==> src/rtl/mem_stage_sram_controller_if.sv <==
// rtl/mem_stage_sram_controller_if.sv - pipeline request and 16-bit SRAM pin bundle
interface mem_stage_sram_controller_if #(
    parameter int SRAM_AW = 18
);
    logic               wr_en;
    logic               rd_en;
    logic [31:0]        address;
    logic [31:0]        wdata;
    logic [31:0]        rdata;
    logic               ready;
    logic [SRAM_AW-1:0] sram_addr;
    logic [15:0]        sram_dq_out;
    logic [15:0]        sram_dq_in;
    logic               sram_dq_oe;
    logic               sram_we_n;
    logic               sram_oe_n;

    modport master (
        output wr_en, rd_en, address, wdata, sram_dq_in,
        input  rdata, ready, sram_addr, sram_dq_out, sram_dq_oe, sram_we_n, sram_oe_n
    );

    modport slave (
        input  wr_en, rd_en, address, wdata, sram_dq_in,
        output rdata, ready, sram_addr, sram_dq_out, sram_dq_oe, sram_we_n, sram_oe_n
    );
endinterface

==> src/rtl/mem_stage_sram_controller.sv <==
// rtl/mem_stage_sram_controller.sv - 32-bit load/store split into two 16-bit SRAM accesses
module mem_stage_sram_controller #(
    parameter int ADDR_OFFSET = 1024,
    parameter int SRAM_AW     = 18,
    parameter int SRAM_WAIT   = 1
) (
    input  logic                        clk,
    input  logic                        rst,
    mem_stage_sram_controller_if.slave  bus
);
    localparam int              CW      = (SRAM_WAIT > 0) ? $clog2(SRAM_WAIT + 1) : 1;
    localparam logic [CW-1:0]   CNT_MAX = CW'(SRAM_WAIT);
    localparam logic [SRAM_AW:0] OFFSET = (SRAM_AW + 1)'(ADDR_OFFSET);

    typedef enum logic [1:0] {IDLE, LOW, HIGH, DONE} state_t;

    state_t           state, state_n;
    logic [CW-1:0]    cnt, cnt_n;
    logic             op_wr;
    logic [SRAM_AW:0] addr_lat;
    logic [31:0]      wdata_lat;
    logic [31:0]      rdata_q;
    logic             req;
    logic             phase_end;
    logic [SRAM_AW:0] addr_off;
    logic             addr_unused;

    assign req       = bus.wr_en | bus.rd_en;
    assign phase_end = (cnt == CNT_MAX);
    // Only the bits that reach the SRAM word address are kept; the subtraction
    // still needs the low two bits so a borrow propagates correctly.
    assign addr_off    = addr_lat - OFFSET;
    assign addr_unused = ^{bus.address[31:SRAM_AW+1], addr_off[1:0]};
    assign bus.rdata   = rdata_q;

    always_ff @(posedge clk) begin
        if (rst) begin
            state <= IDLE;
            cnt   <= '0;
        end else begin
            state <= state_n;
            cnt   <= cnt_n;
        end
    end

    always_ff @(posedge clk) begin
        if (rst) begin
            op_wr     <= 1'b0;
            addr_lat  <= '0;
            wdata_lat <= '0;
            rdata_q   <= '0;
        end else begin
            if (state == IDLE && req) begin
                op_wr     <= bus.wr_en;
                addr_lat  <= bus.address[SRAM_AW:0];
                wdata_lat <= bus.wdata;
            end
            if (!op_wr && phase_end) begin
                if (state == LOW)
                    rdata_q[15:0] <= bus.sram_dq_in;
                else if (state == HIGH)
                    rdata_q[31:16] <= bus.sram_dq_in;
            end
        end
    end

    always_comb begin
        state_n         = state;
        cnt_n           = cnt;
        bus.ready       = 1'b0;
        bus.sram_addr   = '0;
        bus.sram_dq_out = '0;
        bus.sram_dq_oe  = 1'b0;
        bus.sram_we_n   = 1'b1;
        bus.sram_oe_n   = 1'b1;
        case (state)
            IDLE: begin
                bus.ready = ~req;
                if (req) begin
                    state_n = LOW;
                    cnt_n   = '0;
                end
            end
            LOW, HIGH: begin
                if (phase_end) begin
                    cnt_n   = '0;
                    state_n = (state == LOW) ? HIGH : DONE;
                end else begin
                    cnt_n = cnt + CW'(1);
                end
                bus.sram_addr = {addr_off[SRAM_AW:2], state == HIGH};
                if (op_wr) begin
                    bus.sram_we_n   = 1'b0;
                    bus.sram_dq_oe  = 1'b1;
                    bus.sram_dq_out = (state == HIGH) ? wdata_lat[31:16] : wdata_lat[15:0];
                end else begin
                    bus.sram_oe_n = 1'b0;
                end
            end
            DONE: begin
                bus.ready = 1'b1;
                state_n   = IDLE;
            end
            default: state_n = IDLE;
        endcase
    end
endmodule
==> src/flat_wrapper.sv <==
// flat-port wrapper written by rule: the top's interface ports become plain ports
module mem_stage_sram_controller_flat 
#(
    parameter int ADDR_OFFSET = 1024,
    parameter int SRAM_AW     = 18,
    parameter int SRAM_WAIT   = 1
)
  (clk, rst, bus_wr_en, bus_rd_en, bus_address, bus_wdata, bus_sram_dq_in, bus_rdata, bus_ready, bus_sram_addr, bus_sram_dq_out, bus_sram_dq_oe, bus_sram_we_n, bus_sram_oe_n);
  mem_stage_sram_controller_if #(.SRAM_AW(SRAM_AW)) bus_i ();
  input  logic clk;
  input  logic rst;
  input wire logic [$bits(bus_i.wr_en)-1:0] bus_wr_en;
  input wire logic [$bits(bus_i.rd_en)-1:0] bus_rd_en;
  input wire logic [$bits(bus_i.address)-1:0] bus_address;
  input wire logic [$bits(bus_i.wdata)-1:0] bus_wdata;
  input wire logic [$bits(bus_i.sram_dq_in)-1:0] bus_sram_dq_in;
  output wire logic [$bits(bus_i.rdata)-1:0] bus_rdata;
  output wire logic [$bits(bus_i.ready)-1:0] bus_ready;
  output wire logic [$bits(bus_i.sram_addr)-1:0] bus_sram_addr;
  output wire logic [$bits(bus_i.sram_dq_out)-1:0] bus_sram_dq_out;
  output wire logic [$bits(bus_i.sram_dq_oe)-1:0] bus_sram_dq_oe;
  output wire logic [$bits(bus_i.sram_we_n)-1:0] bus_sram_we_n;
  output wire logic [$bits(bus_i.sram_oe_n)-1:0] bus_sram_oe_n;
  assign bus_i.wr_en = bus_wr_en;
  assign bus_i.rd_en = bus_rd_en;
  assign bus_i.address = bus_address;
  assign bus_i.wdata = bus_wdata;
  assign bus_i.sram_dq_in = bus_sram_dq_in;
  assign bus_rdata = bus_i.rdata;
  assign bus_ready = bus_i.ready;
  assign bus_sram_addr = bus_i.sram_addr;
  assign bus_sram_dq_out = bus_i.sram_dq_out;
  assign bus_sram_dq_oe = bus_i.sram_dq_oe;
  assign bus_sram_we_n = bus_i.sram_we_n;
  assign bus_sram_oe_n = bus_i.sram_oe_n;
  mem_stage_sram_controller #(.ADDR_OFFSET(ADDR_OFFSET), .SRAM_AW(SRAM_AW), .SRAM_WAIT(SRAM_WAIT)) u_core (.clk(clk), .rst(rst), .bus(bus_i));
endmodule
==> config.mk <==
export PLATFORM = sky130hd
export DESIGN_NAME = mem_stage_sram_controller_flat
export DESIGN_NICKNAME = d
export VERILOG_FILES = /design/src/rtl/mem_stage_sram_controller_if.sv /design/src/rtl/mem_stage_sram_controller.sv /design/src/flat_wrapper.sv
export SDC_FILE = /design/constraint.sdc
export NUM_CORES = 1
export LEC_CHECK = 0
export CORE_ASPECT_RATIO = 1.2
export CORE_UTILIZATION = 45
export CTS_CLUSTER_SIZE = 20
export DETAILED_ROUTE_END_ITERATION = 16
export GPL_ROUTABILITY_DRIVEN = 0
export PLACE_DENSITY = 0.91
export SYNTH_ARGS = -nofsm -noshare
export SYNTH_HDL_FRONTEND = slang
export SYNTH_SLANG_ARGS = --single-unit
==> constraint.sdc <==
create_clock -name clk -period 3.7 [get_ports clk]
set_clock_uncertainty 0.2 [all_clocks]
set_input_delay 0.74 -clock clk [delete_from_list [all_inputs] [get_ports clk]]
set_output_delay 0.74 -clock clk [all_outputs]
set_load 0.02 [all_outputs]
; Yosys cells after proc, flatten, opt, wreduce, memory -nomap -nowiden
; Cells that the tools add are included.
[word_totals]
inputBits = 84
wordCells = 44
register_bits = 87
out_inout_bits = 70
[classes]
n_mux = 17
eq_ne = 5
bitwise = 3
add_sub_neg = 2
n_reduce_logical = 10
[ops]
columns = cell, n
row1 = $mux W16, 3
row2 = $sub A19 B11 Y19 const B, 1
row3 = $mux W18, 1
row4 = $mux W1, 8
row5 = $pmux W2 S3, 1
row6 = $reduce_and A2 Y1, 3
row7 = $eq A2 B2 Y1 const B, 2
row8 = $mux W2, 2
row9 = $ne A2 B1 Y1 const B, 2
row10 = $pmux W1 S2, 2
row11 = $reduce_and A3 Y1, 1
row12 = $eq A2 B1 Y1 const B, 1
row13 = $logic_and A1 B1 Y1, 2
row14 = $logic_not A2 Y1, 1
row15 = $not A1 Y1, 2
row16 = $reduce_bool A2 Y1, 1
row17 = $reduce_or A2 Y1, 1
row18 = $add A1 B1 Y1 const B, 1
row19 = $logic_not A1 Y1, 1
row20 = $or A1 B1 Y1, 1

; Depth between registers and ports, before layout
[logic_depth]
depth_word = 4
ltp_mapped = 8
ltp_nobuf = 5

; Worst setup path after synthesis
; No wires, ideal clock.
[synth_path]
path_type = register to output
from = register u_core.addr_lat[10]
to = output bus_sram_addr[17]
required_ns = 2.760
n_path_buf = 0
slack_ns = 1.024
path_stages_with_launch = 6
arrival_ns = 1.736
cell_sequence = dfxtp_1 inv_1 ha_1 or4b_4 nor4_1 mux2i_1
[synth_between]
elab_chain_cells = 2
[synth_rtl]
columns = element, line
row1 = start: declaration, mem_stage_sram_controller.sv:20  ; logic [SRAM_AW:0] addr_lat;
row2 = start signal: assignment, mem_stage_sram_controller.sv:55  ; addr_lat <= bus.address[SRAM_AW:0];
row3 = $sub A19 B11 Y19, mem_stage_sram_controller.sv:32  ; assign addr_off = addr_lat - OFFSET;
row4 = $mux W18, mem_stage_sram_controller.sv:76  ; case (state)
row5 = end: declaration, flat_wrapper.sv:19  ; output wire logic [$bits(bus_i.sram_addr)-1:0] bus_sram_addr;
; Every way passes these cells.

; Final worst setup path
; Same ends and word-level chain as after synthesis.

==> qor.txt <==
status -> completed
area delta synth->final -> 46.9%
Slowest-stage cell, CP -> clkdlybuf4s50_1
peak supply drop -> 0.316 mV
Hold Fails Final Rpt -> 0
Startpoint Class -> flip-flop
Post-Synthesis Cells -> 462
Sequential Area -> 1700 um^2
main flop type after synthesis -> dfxtp_1
number of DRC markers in iteration 0 -> 222
maxcap violations -> 0
max incr delay on CP -> 0.63 ns
WP data required -> 2.76 ns
Post-synth EDFFs -> 0
worst-skew pair later-pin latency -> 0.34 ns
First-pass DRT Iterations -> 4
Area contributors post-synth -> dfxtp_1 (48%), nand2_1 (18%), a21oi_1 (12%), mux2i_1 (4.8%), nor2_1 (2.6%)
RSZ-0062 raised after global routing -> no
H-Tree Depth -> 3
Post-DRT Antenna Nets -> 0
Crit Path Max Fanout -> 7
area of the mapped netlist -> 3520 um^2
Tightest Pin Transition -> 0.833 ns
TritonCTS Buffers -> 9
sequential element share of the synthesized area -> 48.4%
buffer depth of the longest clock path -> 2
Final nets -> 676
largest net degree at the start of global routing -> 48
Via density -> 5.13
routed len/inst -> 13.4 um
vias in the first global route -> 3289
Core Region -> 7400 um^2
crit path cell chain -> inv_1, ha_1, or4b_4, nor4_1, mux2i_1, clkdlybuf4s50_1
die width -> 82.7 um
Largest delay share family, worst path -> simple AND/OR/NAND/NOR gates
final cell utilization of the core -> 69.8%
fin. max-slew vios -> 0
CP Buf/Inv Count -> 2
DPL Wire Length -> 6.50 mm
kind of critical path -> flip-flop to output pin
# rows -> 34
count leader, synth -> nand2_1
global-route usage over all layers -> 22.8%
Synth Net Count -> 551
Initial Utilization -> 47.5%
P_leak -> 1.87 nW
Hold-fix buffers, CTS -> 0
# port buffers -> 138
share of post-route cells with drive strength above 1 -> 4.07%
Distinct cells, synth -> 29
Routed WL -> 9.08 mm
Hold Crit Class -> flip-flop to flip-flop
# diodes -> 0
fmax -> 0.279 GHz
syn_area_per_cell -> 7.62 um^2
Fillers -> 602
die height -> 98.9 um
asr flop ratio synth -> 0%
full die area -> 8180 um^2
final worst-path cycle share -> 96.7%
GRT overflow -> 0
Worst slew margin -> 44.5%
pwr/cell area -> 563 nW/um^2
YS warnings -> 0
number of setup buffers added after CTS -> 0
Remaining DRCs -> 0
minimum clock period -> 3.58 ns
leading area contributor after synthesis -> dfxtp_1
initial antenna violation count -> 0
share of the synthesized area in the top cell type -> 48.4%
Vias -> 3490
Fin Setup TNS -> 0 ns
Ports -> 154
CTS tree -> yes
first-pass GRT wire length -> 14.6 mm
most frequent cells after synthesis -> nand2_1 (166), a21oi_1 (86), dfxtp_1 (85)
Final Power -> 2.91 mW
Final Setup Violations -> 0
Post-CTS Resized -> 0
clock slew at reported path FFs -> 0.08 ns
Multi-input gate area -> 1670 um^2
CP endpoint kind -> output pin
Yosys reg bits -> 85
crit path DAT -> 2.64 ns
CTS root buffer -> clkbuf_8
Sinks on Clock Net -> 85
-- cells by family (layout without fill, tap and decap cells) --
group | after synthesis | count (layout) | share of synthesized area, %
AO/OA/AOI/OAI | 96 | 96 | 14.2
XOR/XNOR | 2 | 2 | 0.498
adder cells (fa/ha/maj) | 5 | 5 | 1.78
buffers and inverters | 39 | 167 | 4.41
flip-flops | 85 | 85 | 48.4
multiplexers | 18 | 18 | 5.16
AND/OR/NAND/NOR | 217 | 217 | 25.6
-- metal layers --
metal	share of wire, %	GRT usage (%)	up-vias
li1	-	-	1749
met1	41	26.1	1593
met2	50	40.1	137
met3	7.5	5.74	11
met4	1.5	7.96	0
met5	0	0	-
-- power breakdown --
group          switching, mW  internal, mW  leakage (nW)
Clock                  0.300         0.391         0.108
Combinational          0.608         0.476          1.06
Sequential            0.0886          1.05         0.695
Total                  0.996          1.92          1.87
-- area by class of cell --
cell class	instances	area share, %
flip-flops and latches	85	32.9
inverters	8	0.581
repair buffers	145	27.9
clock inverters	4	1.43
clock buffers	10	2.66
well taps	90	2.18
multi-input cells	338	32.4
-- layout by cell type (no fill, tap or decap), drive strengths merged, types with 4 or more instances in the layout --
cell / count
a21oi: 86
and2: 8
buf: 8
clkbuf: 10
clkdlybuf4s50: 137
dfxtp: 85
ha: 5
inv: 7
mux2i: 17
nand2: 166
nor2: 24
o31ai: 4
-- flip-flops by register name (all words and copies together) (netlist names) --
| signal | count |
|---|---|
| u_core.wdata_lat | 32 |
| u_core.addr_lat | 17 |
| u_core.cnt | 1 |
| u_core.op_wr | 1 |
| u_core.bus.rdata | 32 |
| u_core.state | 2 |
-- worst register-to-register path: cells and delay by family (launching register included) --
| family | cells | cell delay [ns] |
|---|---|---|
| simple gates | 1 | 0.40 |
| compound gates | 1 | 0.07 |
| buf+inv | 2 | 0.31 |
| fa+ha+maj | 1 | 0.32 |
| flops | 1 | 0.36 |
| mux | 1 | 0.34 |
-- worst paths after layout --
path / from / to / slack, ns / cells after the start
worst max-delay path: u_core.addr_lat[10] / bus_sram_addr[17] / 0.12 / 6
worst min-delay path: u_core.bus.rdata[0] / u_core.bus.rdata[0] / 0.25 / 2
worst max register to register: u_core.state[0] / u_core.state[0] / 1.61 / 6
worst min register to register: u_core.bus.rdata[0] / u_core.bus.rdata[0] / 0.25 / 2
-- metrics by stage --
step / cells / area, um^2 / hold WS (ns) / setup WS (ns)
after CTS: 680 / 5170 / 0.256 / 0.137
after detailed placement: 666 / 4960 / 0.245 / 0.392
final: 680 / 5170 / 0.255 / 0.121
after global placement: 666 / 4960 / 0.237 / 0.409
after global routing: 680 / 5170 / 0.275 / 0.0533
after floorplan: 462 / 3520 / 0.232 / 1.02
(Power assumes the default switching activity.)
